==> src/rtl/hz2period_pkg.sv <==
// Shared types and default sizing for the slow-signal period/duty meter.
package hz2period_pkg;

    localparam int unsigned DEF_CNT_W       = 24;
    localparam int unsigned DEF_SYNC_STAGES = 2;

    typedef enum logic {
        ST_IDLE    = 1'b0,
        ST_MEASURE = 1'b1
    } state_e;

endpackage

==> src/rtl/sig_sync_edge.sv <==
// Synchroniser for an asynchronous level, followed by registered one-cycle rise/fall pulses.
module sig_sync_edge
    import hz2period_pkg::*;
#(
    parameter int unsigned SYNC_STAGES = DEF_SYNC_STAGES
) (
    input  logic i_clk,
    input  logic i_rst_n,
    input  logic i_sig,
    output logic o_rise,
    output logic o_fall
);

    logic [SYNC_STAGES-1:0] sync_q, sync_d;
    logic                   prev_q, prev_d;
    logic                   rise_q, rise_d;
    logic                   fall_q, fall_d;

    // Shift the raw input through the synchroniser and compare the settled bit with its last value
    always_comb begin
        sync_d = {sync_q[SYNC_STAGES-2:0], i_sig};
        prev_d = sync_q[SYNC_STAGES-1];
        rise_d = sync_q[SYNC_STAGES-1] & ~prev_q;
        fall_d = ~sync_q[SYNC_STAGES-1] & prev_q;
    end

    // State registers, cleared by the synchronous reset
    always_ff @(posedge i_clk) begin
        if (!i_rst_n) begin
            sync_q <= '0;
            prev_q <= 1'b0;
            rise_q <= 1'b0;
            fall_q <= 1'b0;
        end else begin
            sync_q <= sync_d;
            prev_q <= prev_d;
            rise_q <= rise_d;
            fall_q <= fall_d;
        end
    end

    assign o_rise = rise_q;
    assign o_fall = fall_q;

endmodule

==> src/rtl/hz2period.sv <==
// Measures period and high time of a slow asynchronous square wave in system-clock cycles.
module hz2period
    import hz2period_pkg::*;
#(
    parameter int unsigned CNT_W       = DEF_CNT_W,
    parameter int unsigned SYNC_STAGES = DEF_SYNC_STAGES,
    parameter int unsigned TIMEOUT     = (32'd1 << CNT_W) - 32'd1
) (
    input  logic             i_clk,
    input  logic             i_rst_n,
    input  logic             i_sig,
    output logic [CNT_W-1:0] o_period,
    output logic [CNT_W-1:0] o_high,
    output logic             o_valid,
    output logic             o_locked,
    output logic             o_timeout
);

    localparam logic [CNT_W-1:0] TIMEOUT_C = CNT_W'(TIMEOUT);
    localparam logic [CNT_W-1:0] CNT_ONE   = CNT_W'(1);

    logic rise, fall;

    state_e           state_q, state_d;
    logic [CNT_W-1:0] cnt_q, cnt_d;
    logic [CNT_W-1:0] r_high_q, r_high_d;
    logic             high_seen_q, high_seen_d;
    logic [CNT_W-1:0] period_q, period_d;
    logic [CNT_W-1:0] out_high_q, out_high_d;
    logic             valid_q, valid_d;
    logic             locked_q, locked_d;
    logic             timeout_q, timeout_d;

    sig_sync_edge #(
        .SYNC_STAGES (SYNC_STAGES)
    ) u_sync (
        .i_clk   (i_clk),
        .i_rst_n (i_rst_n),
        .i_sig   (i_sig),
        .o_rise  (rise),
        .o_fall  (fall)
    );

    // Next-state: count between rises, capture high time on fall, publish on the following rise
    always_comb begin
        state_d     = state_q;
        cnt_d       = cnt_q;
        r_high_d    = r_high_q;
        high_seen_d = high_seen_q;
        period_d    = period_q;
        out_high_d  = out_high_q;
        valid_d     = 1'b0;
        timeout_d   = timeout_q;

        case (state_q)
            ST_IDLE: begin
                cnt_d = '0;
                if (rise) begin
                    state_d     = ST_MEASURE;
                    cnt_d       = CNT_ONE;
                    high_seen_d = 1'b0;
                end
            end
            ST_MEASURE: begin
                cnt_d = (cnt_q == TIMEOUT_C) ? cnt_q : cnt_q + CNT_ONE;
                if (rise) begin
                    // A rise on the timeout cycle still counts as a valid measurement
                    if (high_seen_q) begin
                        period_d   = cnt_q;
                        out_high_d = r_high_q;
                        valid_d    = 1'b1;
                        timeout_d  = 1'b0;
                    end
                    cnt_d       = CNT_ONE;
                    high_seen_d = 1'b0;
                end else if (cnt_q == TIMEOUT_C) begin
                    state_d   = ST_IDLE;
                    cnt_d     = '0;
                    timeout_d = 1'b1;
                end else if (fall) begin
                    r_high_d    = cnt_q;
                    high_seen_d = 1'b1;
                end
            end
            default: begin
                state_d = ST_IDLE;
                cnt_d   = '0;
            end
        endcase

        locked_d = (state_d == ST_MEASURE);
    end

    // State and output registers, cleared by the synchronous reset
    always_ff @(posedge i_clk) begin
        if (!i_rst_n) begin
            state_q     <= ST_IDLE;
            cnt_q       <= '0;
            r_high_q    <= '0;
            high_seen_q <= 1'b0;
            period_q    <= '0;
            out_high_q  <= '0;
            valid_q     <= 1'b0;
            locked_q    <= 1'b0;
            timeout_q   <= 1'b0;
        end else begin
            state_q     <= state_d;
            cnt_q       <= cnt_d;
            r_high_q    <= r_high_d;
            high_seen_q <= high_seen_d;
            period_q    <= period_d;
            out_high_q  <= out_high_d;
            valid_q     <= valid_d;
            locked_q    <= locked_d;
            timeout_q   <= timeout_d;
        end
    end

    assign o_period  = period_q;
    assign o_high    = out_high_q;
    assign o_valid   = valid_q;
    assign o_locked  = locked_q;
    assign o_timeout = timeout_q;

endmodule
==> config.mk <==
export PLATFORM = sky130hd
export DESIGN_NAME = hz2period
export DESIGN_NICKNAME = d
export VERILOG_FILES = /design/src/rtl/hz2period_pkg.sv /design/src/rtl/sig_sync_edge.sv /design/src/rtl/hz2period.sv
export SDC_FILE = /design/constraint.sdc
export NUM_CORES = 1
export LEC_CHECK = 0
export CORE_ASPECT_RATIO = 0.7
export CORE_UTILIZATION = 40
export CTS_BUF_LIST = sky130_fd_sc_hd__clkbuf_8
export CTS_CLUSTER_DIAMETER = 40
export CTS_CLUSTER_SIZE = 10
export DETAILED_ROUTE_END_ITERATION = 6
export GPL_TIMING_DRIVEN = 0
export MAX_ROUTING_LAYER = met4
export SYNTH_ARGS = -nofsm -noshare
export SYNTH_HDL_FRONTEND = slang
export SYNTH_SLANG_ARGS = --single-unit
export TNS_END_PERCENT = 50
==> constraint.sdc <==
create_clock -name i_clk -period 2.1 [get_ports i_clk]
set_clock_uncertainty 0.2 [all_clocks]
set_input_delay 0.525 -clock i_clk [delete_from_list [all_inputs] [get_ports i_clk]]
set_output_delay 0.525 -clock i_clk [all_outputs]
set_load 0.01 [all_outputs]
==> results of run 1 <==
==> logic make-up (layout without fill, tap and decap cells) <==
| kind of cell | after synthesis | after routing | synth area share (%) |
|---|---|---|---|
| and+or+nand+nor | 223 | 224 | 24.33 |
| buffers and inverters | 37 | 119 | 3.690 |
| xor gates and xnor gates | 14 | 14 | 2.940 |
| DFF | 105 | 105 | 50.41 |
| muxes | 22 | 22 | 5.280 |
| AOI/OAI and AO/OA | 75 | 75 | 13.05 |
| adders and majority gates | 1 | 1 | 0.3000 |
==> worst max-delay path, delay by kind of cell (launching register included) <==
| kind | cells | cell delay (ns) |
|---|---|---|
| AND/OR/NAND/NOR | 3 | 1.22 |
| buffers and inverters | 1 | 0.12 |
| flip-flops | 1 | 0.40 |
| AO/OA/AOI/OAI | 1 | 0.12 |
==> registers in the layout, summed over array words and instances (netlist names), 2 cells and up <==
register / cells
o_high: 24
u_sync.sync_q: 2
r_high_q: 24
cnt_q: 24
o_period: 24
==> layout make-up <==
class	count	area share, %
Clock inverter	3	0.2822
Buffer	30	3.128
Timing Repair Buffer	68	12.09
Multi-Input combinational cell	336	37.84
Clock buffer	13	3.363
Tap cell	128	3.010
Sequential cell	105	39.93
Inverter	5	0.3528
==> power breakdown <==
part	internal [W]	leakage, nW	switching [W]
clock network	0.000554	0.104	0.000673
logic	0.0000287	0.744	0.0000404
registers	0.00199	0.853	0.00000453
total	0.00257	1.70	0.000718
==> metrics by stage <==
step	TNS, ns	utilization [%]	worst slack (ns)	power [W]
2_1_floorplan	0	-	0.03318	0.002086
3_3_place_gp	-15.92	49.34	-0.3889	0.002110
3_5_place_dp	-19.15	49.34	-0.4184	0.002111
4_1_cts	-0.1445	52.06	-0.06415	0.003331
6_report	-0.06894	53.69	-0.03250	0.003292
5_1_grt	-0.5176	53.69	-0.1094	0.003416
==> timing repair <==
item	in CTS	in global routing
gates resized for setup	23	27
endpoints found under the setup margin	57	47
gates cloned	0	1
buffers inserted	1	14
hold endpoints to repair	0	0
pin swaps	5	10
==> layout by cell type (no fill, tap or decap), types with 4 or more instances in the layout <==
cell type / count
nand4_1: 10
or4_4: 5
and2_1: 4
a21boi_0: 50
inv_1: 7
nor2_1: 19
nand3_1: 4
o21ai_0: 4
xnor2_1: 9
xor2_1: 5
clkbuf_1: 13
buf_4: 19
a21oi_1: 6
clkbuf_2: 7
clkdlybuf4s50_1: 53
dfxtp_2: 9
mux2i_1: 22
nand2_1: 151
dfxtp_1: 93
clkbuf_8: 13
or3_1: 4
==> metal layers <==
| layer | vias up | routed length (µm) | GRT usage (%) |
|---|---|---|---|
| li1 | 1753 | - | - |
| met1 | 1650 | 5281 | 28.09 |
| met2 | 73 | 4583 | 30.24 |
| met3 | 6 | 467 | 5.694 |
| met4 | 0 | 54 | 4.545 |
| met5 | - | 0 | - |
==> worst max path at each step <==
stage	startpoint	endpoint	slack (ns)	cells after the start
floorplan	cnt_q[1]$_SDFF_PP0_	cnt_q[20]$_SDFF_PP0_	0.03	5
global placement	cnt_q[10]$_SDFF_PP0_	cnt_q[11]$_SDFF_PP0_	-0.39	6
detailed placement	i_rst_n	r_high_q[9]$_SDFFE_PN0P_	-0.42	5
CTS	cnt_q[1]$_SDFF_PP0_	cnt_q[20]$_SDFF_PP0_	-0.06	5
global route	cnt_q[0]$_SDFF_PN0_	cnt_q[17]$_SDFF_PP0_	-0.11	6
finish	cnt_q[0]$_SDFF_PN0_	cnt_q[21]$_SDFF_PP0_	-0.03	5
==> results.md, run 1 <==
* Status: complete, but fails checks
* Failing checks: setup timing
* Die width at 124.0 µm
* Initial drt markers at 218
* Final ANT Viol Nets at 0
* Clock Sinks at 105
* P per Cell Area at 618.8 mW/mm²
* Hold-fix buffers, CTS at 0
* Nets@finish at 559
* Pre-antenna DRT Iters at 4
* H-tree depth at 3
* Die H at 87.43 µm
* Relative slew slack at 62.43%
* Synth cell types at 45
* Worst hold slack at 0.2147 ns
* Syn Nets at 481
* P&R area growth vs syn at 27.57%
* Yosys top cell area share at 50.41%
* Placed Cells at 658
* CP Max Fanout at 5
* Reg2Reg Depth at 5
* Peak supply drop at 376.4 µV
* Final Wtd Congestion at 0.7974
* Finish-stage setup viols at 4
* # rows at 30
* First-pass GRT wire length at 16.26 mm
* Ant diodes at 0
* CP peak stage delay at 0.61 ns
* Layout cells sized above 1 at 14.29%
* Slew Viols, Final at 0
* Sequential area share after synthesis at 50.41%
* Tmin final at 2.133 ns
* Reg-to-Reg Start: cnt_q[0]$_SDFF_PN0_
* Worst Max-Slew Pin Slew at 0.5584 ns
* Post-route insts no fill at 688
* I/O Buffers at 53
* Final WL at 10.39 mm
* Overall routing resource usage at 20.62%
* Gate Count Post-Synth at 477
* Initial Utilization at 42.08%
* DPL Wire Length at 7.206 mm
* Core area at 0.009910 mm²
* Grt total ovfl at 0
* Async S/R FF share, synth at 0%
* CTS clk-pin slew, worst paths at 0.09 ns
* CTS tree: yes
* Fmax at 0.4689 GHz
* RSZ-0062 raised after global routing: true
* Number of global-route vias before repair at 3186
* Hold WC Path Type: register to register
* Crit-path slowest cell: or4_4
* Syn Area/Cell at 8.743 µm²
* Number of synthesized flops with an enable pin at 0
* Drt drc at 0
* Dominant cells by area after synthesis: dfxtp_1, nand2_1, a21boi_0
* Clock Path Buffers at 2
* Hold path start: u_sync.prev_q$_SDFF_PN0_
* Worst setup margin at -0.03250 ns
* IO Count at 54
* DR vias/cell at 5.061
* Final Hold Viols at 0
* Multi-input gate area at 0.002013 mm²
* Num CTS Buffers at 9
* Via Count at 3482
* Largest net degree at the start of global routing at 16
* CP cell instances: buf_4, nand4_1, or4_4, or4_4, a21oi_2
* RR Endpoint: cnt_q[21]$_SDFF_PP0_
* Worst Hold End: u_sync.o_rise$_SDFF_PN0_
* Storage element area at 0.002125 mm²
* Critical path class: register to register
* Clock root cell: clkbuf_8
* Most common cell in the synthesized netlist: nand2_1
* CP most frequent cell: or4_4
* Ys Warns at 0
* Max Cap Viol at 0
* Wirelength per Cell at 15.09 µm
* Worst skew pair latency at 0.37 ns
* Die footprint at 0.01084 mm²
* Number of antenna violations at the first check in global routing at 0
* Hold path depth at 1
* Area leader, netlist: dfxtp_1
* Cell Area, Placed at 0.004890 mm²
* #FFs+latches synth at 105
* Ys flop type: dfxtp_1
* Startpoint types: register
* CP arrival at 2.25 ns
* Synth cell count leaders: nand2_1, dfxtp_1, a21boi_0
* CP required at 2.21 ns
* Worst setup EP type: register
* Fillcell total at 954
* Leakage power at 1.702 nW
* R2R setup slack at -0.03 ns
* Tcrit/Tclk final at 101.5%
* Post-Syn Area at 0.004170 mm²
* Design area at 0.005320 mm²
Power figures use the tool's default switching activity.
==> run 2: changes to the inputs <==
GPL_TIMING_DRIVEN = 1   (was 0)
TNS_END_PERCENT = 10   (was 50)
==> run 2 against run 1 <==
Against the previous run:
- the run now ends clean
- sequential power barely moved
- clock power up 21%
- power up 7.7%
- global-route usage decreased by 1.6 points
- sequential share of layout area decreased by 0.37 points
- setup slack better by 0.083 ns
==> results.md, run 2 (synthesis gave the netlist of run 1 again) <==
* Slew Viols, Final at 0
* Most frequent cells in the layout: nand2_1, dfxtp_1, clkdlybuf4s50_1
* CTS tree: yes
* CTS clk-pin slew, worst paths at 0.10 ns
* # rows at 30
* P&R area growth vs syn at 28.17%
* I/O Buffers at 53
* Wirelength per Cell at 13.87 µm
* Initial Utilization at 42.08%
* Peak supply drop at 383.1 µV
* Max Cap Viol at 0
* Finish-stage setup viols at 0
* Status: completed
* Critical path class: register to register
* P per Cell Area at 663.6 mW/mm²
* Via Count at 3374
* Clock Path Buffers at 2
* Leakage power at 1.714 nW
* Clock share of power at 42.0%
* Final ANT Viol Nets at 0
* Drt drc at 0
* Int Power at 0.002835 W
* Commonest non-fill, non-tap cell in the layout: nand2_1
* IO Count at 54
* Pre-antenna DRT Iters at 5
* Startpoint types: register
* Clock Sinks at 105
* Share of total power in combinational logic at 1.7%
* Worst Max-Slew Pin Slew at 0.4019 ns
* DPL Wire Length at 6.405 mm
* Ant diodes at 0
* CP arrival at 2.15 ns
* Relative slew slack at 73.21%
* Switching power at 0.0007118 W
* Worst setup EP type: register
* Overall routing resource usage at 19.05%
* First-pass GRT wire length at 15.32 mm
* Final Wtd Congestion at 0.8138
* Nets@finish at 551
* Die H at 87.43 µm
* Grt total ovfl at 0
* RSZ-0062 raised after global routing: true
* Number of global-route vias before repair at 3109
* Hold-fix buffers, CTS at 0
* Setup tns final at 0 ns
* H-tree depth at 3
* CP required at 2.20 ns
* Clock root cell: clkbuf_8
* Switching Fraction at 20.07%
* Tcrit/Tclk final at 97.60%
* Postcts setup bufs at 0
* Worst skew pair latency at 0.37 ns
* Fmax at 0.4879 GHz
* Core area at 0.009910 mm²
* Num CTS Buffers at 9
* Die width at 124.0 µm
* Reg power frac at 56.3%
* Number of antenna violations at the first check in global routing at 0
* CP Max Fanout at 4
* Layout cells sized above 1 at 14.13%
* Final WL at 9.434 mm
* Hold WC Path Type: register to register
* Final Hold Viols at 0
* Die footprint at 0.01084 mm²
* Fillcell total at 953
* Worst hold slack at 0.2139 ns
* Initial drt markers at 216
* Largest net degree at the start of global routing at 106
* DR vias/cell at 4.962
* Tmin final at 2.050 ns
[run 2: changes by cell type in the layout (fill, tap and decap cells not counted), sizes merged]
cell	delta
buf	+16
bufinv	+3
clkbuf	-25
clkdlybuf4s50	-1
clkinv	+1
inv	-1
or4	-1
[run 2: power groups by stage]
stage	Clock (W)	Sequential [W]	Combinational [W]
floorplan	0	0.00204	0.0000415
global placement	0	0.00204	0.0000607
detailed placement	0	0.00204	0.0000607
CTS	0.00154	0.00200	0.0000611
global route	0.00162	0.00200	0.0000659
finish	0.00149	0.00200	0.0000603
[run 2: metal layers]
metal  share of wire [%]  track usage, %  up-vias
li1                    -               -     1727
met1                  50           24.83     1583
met2                  46           28.98       58
met3                 3.5           5.890        6
met4                0.77           3.896        0
met5                   0               -        -
[run 2: path summary, 6_finish.rpt]
kind,cells past startpoint,from,slack [ns],endpoint
setup reg to reg,5,cnt_q[1]$_SDFF_PP0_,0.05,cnt_q[20]$_SDFF_PP0_
hold reg to reg,1,u_sync.prev_q$_SDFF_PN0_,0.21,u_sync.o_rise$_SDFF_PN0_
hold / removal,1,u_sync.prev_q$_SDFF_PN0_,0.21,u_sync.o_rise$_SDFF_PN0_
setup / recovery,5,cnt_q[1]$_SDFF_PP0_,0.05,cnt_q[20]$_SDFF_PP0_
[run 2: timing repair]
action,4_1_cts,5_1_grt
setup endpoints to repair,2,40
pin swaps,0,1
resized for setup,6,7
[run 2: critical path, cell delays in order, from the launching register on]
cell,delay [ns]
dfxtp_4,0.38
ha_4,0.15
nand4_4,0.12
or4_4,0.53
or4_4,0.48
a21oi_1,0.13
[run 2: through the flow]
stage                     cell area (µm²)  setup slack, ns  util (%)  instances  total power [W]
after global placement               5054          0.02603     51.00        664         0.002105
after floorplan                      4175          -0.1147         -        477         0.002085
after detailed placement             5054         -0.04260     51.00        664         0.002105
after CTS                            5323         0.002622     53.71        680         0.003602
final                                5345          0.05049     53.94        680         0.003547
after global routing                 5345         -0.02239     53.94        680         0.003678
[run 2: cell type report]
type | count | area, µm² | area share, %
Clock inverter | 6 | 106.4 | 1.990
Multi-Input combinational cell | 335 | 1959 | 36.66
Clock buffer | 10 | 137.6 | 2.575
Sequential cell | 105 | 2115 | 39.56
Tap cell | 128 | 160.2 | 2.996
Timing Repair Buffer | 91 | 848.3 | 15.87
Inverter | 5 | 18.77 | 0.3511
